===== config.mk =====
export PLATFORM = sky130hd
export DESIGN_NAME = sram_controller_flat
export DESIGN_NICKNAME = d
export VERILOG_FILES = /design/src/rtl/sram_ctrl_pkg.sv /design/src/rtl/avalon_mm_if.sv /design/src/rtl/sram_controller.sv /design/src/flat_wrapper.sv
export SDC_FILE = /design/constraint.sdc
export NUM_CORES = 1
export LEC_CHECK = 0
export BUFFER_PORTS_ARGS = -buffer_cell sky130_fd_sc_hd__buf_2
export CAP_MARGIN = 20
export CELL_PAD_IN_SITES_DETAIL_PLACEMENT = 0
export CELL_PAD_IN_SITES_GLOBAL_PLACEMENT = 1
export CORE_ASPECT_RATIO = 1.5
export CORE_MARGIN = 4
export CORE_UTILIZATION = 32
export DETAILED_ROUTE_END_ITERATION = 8
export PLACE_DENSITY_LB_ADDON = 0.1
export SYNTH_ARGS = -nofsm -noshare
export SYNTH_HDL_FRONTEND = slang
export SYNTH_SLANG_ARGS = --single-unit
export TNS_END_PERCENT = 5

===== constraint.sdc =====
create_clock -name clk_i -period 1.9 [get_ports clk_i]
set_input_delay 0.285 -clock clk_i [delete_from_list [all_inputs] [get_ports clk_i]]
set_output_delay 0.285 -clock clk_i [all_outputs]
set_load 0.005 [all_outputs]

===== src/rtl/sram_ctrl_pkg.sv =====
// Shared timing constants, FSM state type and the ns->cycle helper for the
// async SRAM controller.
package sram_ctrl_pkg;

  // Async SRAM datasheet timings in ns.
  localparam int T_RC  = 55;  // read cycle
  localparam int T_WC  = 55;  // write cycle
  localparam int T_PWE = 40;  // write-enable pulse width

  typedef enum logic [1:0] {
    ST_IDLE  = 2'd0,
    ST_READ  = 2'd1,
    ST_WRITE = 2'd2,
    ST_TURN  = 2'd3
  } state_e;

  // Ceiling division. A non-positive period is caught by the optional
  // checks; return 1 so elaboration never divides by zero.
  function automatic int cdiv(input int num, input int den);
    if (den <= 0) return 1;
    return (num + den - 1) / den;
  endfunction

endpackage


===== src/rtl/avalon_mm_if.sv =====
// Minimal Avalon-MM bus with pipelined reads (readdatavalid) and waitrequest.
interface avalon_mm_if #(
  parameter int ADDR_W = 18,
  parameter int DATA_W = 16
);
  logic [ADDR_W-1:0] address;
  logic              read;
  logic              write;
  logic [DATA_W-1:0] writedata;
  logic [DATA_W-1:0] readdata;
  logic              readdatavalid;
  logic              waitrequest;

  modport slave  (input  address, read, write, writedata,
                  output readdata, readdatavalid, waitrequest);
  modport master (output address, read, write, writedata,
                  input  readdata, readdatavalid, waitrequest);
endinterface


===== src/rtl/sram_controller.sv =====
// Avalon-MM to asynchronous SRAM controller. One access at a time; the
// access length in cycles is derived from the SRAM ns timings and the clock
// period. Every SRAM-side output comes straight from a flop.
// Optional macro SRAM_CTRL_CHECK_EN compiles in simulation assertions.
import sram_ctrl_pkg::*;

module sram_controller #(
  parameter int CLK_PERIOD = 10,
  parameter int ADDR_W     = 18,
  parameter int DATA_W     = 16
) (
  input  logic              clk_i,
  input  logic              rst_i,
  avalon_mm_if.slave        mem_if,
  output logic              wen_o,
  output logic              oen_o,
  output logic [ADDR_W-1:0] addr_o,
  output logic              data_en_o,
  output logic [DATA_W-1:0] data_o,
  input  logic [DATA_W-1:0] data_i
);

  localparam int RD_RAW  = cdiv(T_RC, CLK_PERIOD);
  localparam int RD_CYC  = (RD_RAW < 2) ? 2 : RD_RAW;
  localparam int WE_CYC  = cdiv(T_PWE, CLK_PERIOD);
  localparam int WR_RAW  = cdiv(T_WC, CLK_PERIOD);
  // Need one setup and at least one hold cycle around the WE pulse.
  localparam int WR_CYC  = (WR_RAW > WE_CYC + 2) ? WR_RAW : WE_CYC + 2;
  localparam int MAX_CYC = (WR_CYC > RD_CYC) ? WR_CYC : RD_CYC;
  localparam int CNT_W   = $clog2(MAX_CYC + 1);

  localparam logic [CNT_W-1:0] RD_LAST = CNT_W'(RD_CYC - 1);
  localparam logic [CNT_W-1:0] WR_LAST = CNT_W'(WR_CYC - 1);
  localparam logic [CNT_W-1:0] WE_LAST = CNT_W'(WE_CYC);

  state_e             state_q, state_d;
  logic [CNT_W-1:0]   cnt_q, cnt_d, cnt_inc;
  logic               wen_q, wen_d;
  logic               oen_q, oen_d;
  logic               den_q, den_d;
  logic [ADDR_W-1:0]  addr_q, addr_d;
  logic [DATA_W-1:0]  wdat_q, wdat_d;
  logic [DATA_W-1:0]  rdat_q, rdat_d;
  logic               rdv_q, rdv_d;

  assign cnt_inc = cnt_q + CNT_W'(1);

  // Next-state and next-output logic; the cycle index inside an access is cnt_q.
  always_comb begin
    state_d = state_q;
    cnt_d   = cnt_q;
    wen_d   = wen_q;
    oen_d   = oen_q;
    den_d   = den_q;
    addr_d  = addr_q;
    wdat_d  = wdat_q;
    rdat_d  = rdat_q;
    rdv_d   = 1'b0;
    case (state_q)
      ST_IDLE: begin
        // Write has priority; a simultaneous read is simply dropped.
        if (mem_if.write) begin
          state_d = ST_WRITE;
          cnt_d   = '0;
          den_d   = 1'b1;
          addr_d  = mem_if.address;
          wdat_d  = mem_if.writedata;
        end else if (mem_if.read) begin
          state_d = ST_READ;
          cnt_d   = '0;
          oen_d   = 1'b0;
          addr_d  = mem_if.address;
          wdat_d  = mem_if.writedata;
        end
      end
      ST_READ: begin
        if (cnt_q == RD_LAST) begin
          state_d = ST_TURN;
          oen_d   = 1'b1;
          rdat_d  = data_i;
          rdv_d   = 1'b1;
        end else begin
          cnt_d = cnt_inc;
        end
      end
      // One dead cycle so the SRAM releases DQ before we may drive it.
      ST_TURN: state_d = ST_IDLE;
      ST_WRITE: begin
        if (cnt_q == WR_LAST) begin
          state_d = ST_IDLE;
          wen_d   = 1'b1;
          den_d   = 1'b0;
        end else begin
          cnt_d = cnt_inc;
          // WE low for cycles 1..WE_CYC, high for setup and hold.
          wen_d = (cnt_inc > WE_LAST);
        end
      end
      default: state_d = ST_IDLE;
    endcase
  end

  // State and output registers with synchronous reset.
  always_ff @(posedge clk_i) begin
    if (rst_i) begin
      state_q <= ST_IDLE;
      cnt_q   <= '0;
      wen_q   <= 1'b1;
      oen_q   <= 1'b1;
      den_q   <= 1'b0;
      addr_q  <= '0;
      wdat_q  <= '0;
      rdat_q  <= '0;
      rdv_q   <= 1'b0;
    end else begin
      state_q <= state_d;
      cnt_q   <= cnt_d;
      wen_q   <= wen_d;
      oen_q   <= oen_d;
      den_q   <= den_d;
      addr_q  <= addr_d;
      wdat_q  <= wdat_d;
      rdat_q  <= rdat_d;
      rdv_q   <= rdv_d;
    end
  end

  assign wen_o                = wen_q;
  assign oen_o                = oen_q;
  assign data_en_o            = den_q;
  assign addr_o               = addr_q;
  assign data_o               = wdat_q;
  assign mem_if.readdata      = rdat_q;
  assign mem_if.readdatavalid = rdv_q;
  // Stall everything during reset so nothing is accepted while held.
  assign mem_if.waitrequest   = rst_i | (state_q != ST_IDLE);

`ifdef SRAM_CTRL_CHECK_EN
  logic              chk_pend_q;
  logic [ADDR_W-1:0] chk_addr_q;
  logic [DATA_W-1:0] chk_wdat_q;
  logic              chk_rd_q, chk_wr_q;

  // Remember the command presented while the bus was stalled.
  always_ff @(posedge clk_i) begin
    chk_pend_q <= !rst_i && mem_if.waitrequest && (mem_if.read || mem_if.write);
    chk_addr_q <= mem_if.address;
    chk_wdat_q <= mem_if.writedata;
    chk_rd_q   <= mem_if.read;
    chk_wr_q   <= mem_if.write;
  end

  // Bus protocol and SRAM pin-safety checks.
  always @(posedge clk_i) begin
    if (!rst_i) begin
      assert (CLK_PERIOD > 0) else $error("CLK_PERIOD must be positive");
      assert (!(mem_if.read && mem_if.write)) else $error("read and write together");
      if (chk_pend_q) begin
        assert (mem_if.address == chk_addr_q && mem_if.writedata == chk_wdat_q &&
                mem_if.read == chk_rd_q && mem_if.write == chk_wr_q)
          else $error("command changed while stalled");
      end
      assert (!(!wen_q && !oen_q)) else $error("WE and OE both low");
      assert (!(den_q && !oen_q)) else $error("DQ driven while OE low");
    end
  end
`endif

endmodule


===== src/flat_wrapper.sv =====
// flat-port wrapper written by rule: the top's interface ports become plain ports
module sram_controller_flat 
#(
  parameter int CLK_PERIOD = 10,
  parameter int ADDR_W     = 18,
  parameter int DATA_W     = 16
)
  (clk_i, rst_i, wen_o, oen_o, addr_o, data_en_o, data_o, data_i, mem_if_address, mem_if_read, mem_if_write, mem_if_writedata, mem_if_readdata, mem_if_readdatavalid, mem_if_waitrequest);
  avalon_mm_if #(.ADDR_W(ADDR_W), .DATA_W(DATA_W)) mem_if_i ();
  input  logic clk_i;
  input  logic rst_i;
  output logic wen_o;
  output logic oen_o;
  output logic [ADDR_W-1:0] addr_o;
  output logic data_en_o;
  output logic [DATA_W-1:0] data_o;
  input  logic [DATA_W-1:0] data_i;
  input wire logic [$bits(mem_if_i.address)-1:0] mem_if_address;
  input wire logic [$bits(mem_if_i.read)-1:0] mem_if_read;
  input wire logic [$bits(mem_if_i.write)-1:0] mem_if_write;
  input wire logic [$bits(mem_if_i.writedata)-1:0] mem_if_writedata;
  output wire logic [$bits(mem_if_i.readdata)-1:0] mem_if_readdata;
  output wire logic [$bits(mem_if_i.readdatavalid)-1:0] mem_if_readdatavalid;
  output wire logic [$bits(mem_if_i.waitrequest)-1:0] mem_if_waitrequest;
  assign mem_if_i.address = mem_if_address;
  assign mem_if_i.read = mem_if_read;
  assign mem_if_i.write = mem_if_write;
  assign mem_if_i.writedata = mem_if_writedata;
  assign mem_if_readdata = mem_if_i.readdata;
  assign mem_if_readdatavalid = mem_if_i.readdatavalid;
  assign mem_if_waitrequest = mem_if_i.waitrequest;
  sram_controller #(.CLK_PERIOD(CLK_PERIOD), .ADDR_W(ADDR_W), .DATA_W(DATA_W)) u_core (.clk_i(clk_i), .rst_i(rst_i), .mem_if(mem_if_i), .wen_o(wen_o), .oen_o(oen_o), .addr_o(addr_o), .data_en_o(data_en_o), .data_o(data_o), .data_i(data_i));
endmodule

==> metrics.md <==
| Metric | Value |
|---|---|
| Sinks on Clock Net | `59` |
| Slew margin rel. | `59.9%` |
| Final Power | `4.06 mW` |
| Tmin final | `1.66 ns` |
| Gr ovfl total | `0` |
| # diodes | `0` |
| Top-area cell type share of the netlist area | `51.6%` |
| Sequential share of the synthesized area | `51.6%` |
| Num rows | `37` |
| YS warnings | `0` |
| First-pass GRT wire length | `10.3 mm` |
| R2R Path Start | `u_core.state_q[0]` |
| Fillers | `760` |
| Status | `finished, final reports clean` |
| Final setup viols | `0` |
| Post-synth EDFFs | `0` |
| Detailed placement HPWL | `4.49 mm` |
| CTS resizes | `0` |
| Inserted Clock Buffers | `9` |
| Clk_skew | `0.00708 ns` |
| DRC viols | `0` |
| Crit Path Class | `reg2reg` |
| Vias | `2183` |
| Cell at the root of the clock tree | `clkbuf_8` |
| Asr flop ratio synth | `0%` |
| Hold path start | `data_i[1]` |
| Pin count of the biggest net entering global routing | `48` |
| Leakage power | `1.44 nW` |
| Core area | `6900 µm²` |
| R2R Setup Slk | `0.24 ns` |
| Die extent in y | `112 µm` |
| Max cap viols | `0` |
| Clock tree buffer depth | `2` |
| Io pins | `109` |
| H-tree Lvls | `3` |
| Maximum VDD drop | `0.739 mV` |
| Fin cells | `470` |
| Gpl congestion | `0.832` |
| Top post-synthesis cells by area | `dfxtp_1, nand2_1, a21oi_1` |
| Final wirelength | `6.29 mm` |
| Clock transition at the registers of the reported paths | `0.07 ns` |
| Cells after Synth | `280` |
| Final Max Tran Viols | `0` |
| Critical path endpoint category | `flop` |
| Via density | `4.64` |
| Share of layout cells above drive strength 1 | `33.9%` |
| Max Clk Rate | `601 MHz` |
| Startpoint Class | `flop` |
| Mean post-synth cell area | `8.17 µm²` |
| Nets@finish | `449` |
| Layout overhead on the synthesized area | `34.9%` |
| Min Hold Slack | `0.186 ns` |
| RSZ-0062 raised after global routing | `no` |
| Starting density of the core | `33.2%` |
| Syn nets | `342` |
| Top post-synthesis cells by count | `nand2_1, dfxtp_1, a21oi_1` |
| DIE WIDTH | `77.0 µm` |
| Die area | `8590 µm²` |
| Detailed Route Iter0 Violations | `103` |
| Pwr Density | `1320 nW/µm²` |
| Crit Path Max Fanout | `5` |
| Yosys top cell by area | `dfxtp_1` |
| Initial antenna violation count | `0` |
| Detail Route Antenna Nets | `0` |
| Tightest Pin Transition | `0.602 ns` |
| DR WL/cell | `13.4 µm` |
| Postcts setup bufs | `0` |
| DR pass1 iterations | `4` |
| Top FF cell, synth | `dfxtp_1` |
| TritonCTS clock tree | `built` |
| Number of global-route vias before repair | `2083` |
| Post-synth design cell area | `2290 µm²` |
| Final worst-path cycle share | `87.6%` |
| Post-route setup TNS | `0 ns` |
| Tot GR Track Use | `15.0%` |
| Crit. Startpoint | `u_core.state_q[0]` |
| Hold Buf Count CTS | `0` |
| Clk_lat worst skew | `0.33 ns` |
| Most frequent cell after synthesis | `nand2_1` |
| Data arrival, critical path | `1.91 ns` |
| Fin. Hold Viols | `0` |
| Synth unique cells | `33` |
| Hold/Removal Path Class | `in2reg` |
| WP data required | `2.14 ns` |
| Number of port buffers | `108` |
| Post-synthesis register bit count | `59` |
| Placed cell count | `454` |
-- logic make-up (layout without fill, tap and decap cells) --
| logic type | after synthesis | in the layout | share of synthesized area [%] |
|---|---|---|---|
| AOI/OAI and AO/OA | 67 | 67 | 16.5 |
| adders and majority gates | 8 | 8 | 4.38 |
| buffers and inverters | 21 | 133 | 4.32 |
| muxes | 1 | 1 | 0.438 |
| DFF | 59 | 59 | 51.6 |
| and+or+nand+nor | 123 | 123 | 22.4 |
| xor gates and xnor gates | 1 | 1 | 0.383 |
-- state kept, by name, summed over array words and instances, names as in the netlist --
register,flops
u_core.addr_o,18
u_core.data_o,16
u_core.mem_if.readdata,16
u_core.cnt_q,3
u_core.state_q,2
u_core.data_en_o,1
u_core.mem_if.readdatavalid,1
u_core.oen_o,1
u_core.wen_o,1
-- cell type report --
type                            count  area (µm²)  area share, %
Multi-Input combinational cell    200        1010           32.6
Timing Repair Buffer              113         591           19.1
Clock inverter                      5        52.6           1.70
Inverter                            4        15.0          0.487
Clock buffer                       11         141           4.58
Sequential cell                    59        1180           38.3
Tap cell                           78        97.6           3.16
-- metal layers --
| layer | up-vias | share of wire [%] | global-route usage, % |
|---|---|---|---|
| met5 | - | 0 | 0 |
| met4 | 0 | 1.9 | 5.58 |
| met3 | 8 | 6.5 | 5.99 |
| met2 | 66 | 48 | 23.6 |
| met1 | 977 | 44 | 18.6 |
| li1 | 1132 | - | - |
-- metrics by stage --
stage                     worst slack, ns  util, %  cell area (µm²)
after floorplan                     0.429        -             2290
after global placement              0.282     41.9             2890
after detailed placement            0.261     41.9             2890
after CTS                           0.237     44.7             3090
after global routing               0.0459     44.7             3090
final                               0.235     44.7             3090
-- final timing paths --
| kind | end | depth (start not counted) |
|---|---|---|
| max | u_core.state_q[1] | 6 |
| min | u_core.mem_if.readdata[1] | 3 |
| max reg2reg | u_core.state_q[1] | 6 |
| min reg2reg | u_core.addr_o[4] | 2 |
-- placed cells by master (no fill, tap or decap), types with 2 or more instances in the layout --
master,Yosys,final
nand2b_1,3,3
inv_1,4,4
a211oi_1,3,3
buf_2,7,108
clkinv_2,0,3
dfxtp_1,59,59
or2_2,2,2
ha_1,8,8
nor2_1,5,5
nand3b_1,2,2
buf_4,3,4
clkbuf_8,0,10
nand2_1,104,104
a21oi_1,53,53
-- worst max-delay path: stages (launching register included) --
cell and delay, ns:
dfxtp_1 0.39, inv_1 0.10, ha_1 0.25, or2_2 0.30, a21oi_1 0.25, nor2_1 0.07
a211oi_1 0.22
-- power breakdown --
group	leakage [nW]	internal [mW]	total [mW]	switching [mW]
registers	0.483	1.46	1.58	0.118
logic	0.861	0.591	1.36	0.773
clock network	0.0991	0.635	1.12	0.488
total	1.44	2.68	4.06	1.38
Note: power is estimated with default switching activity, not from simulation.
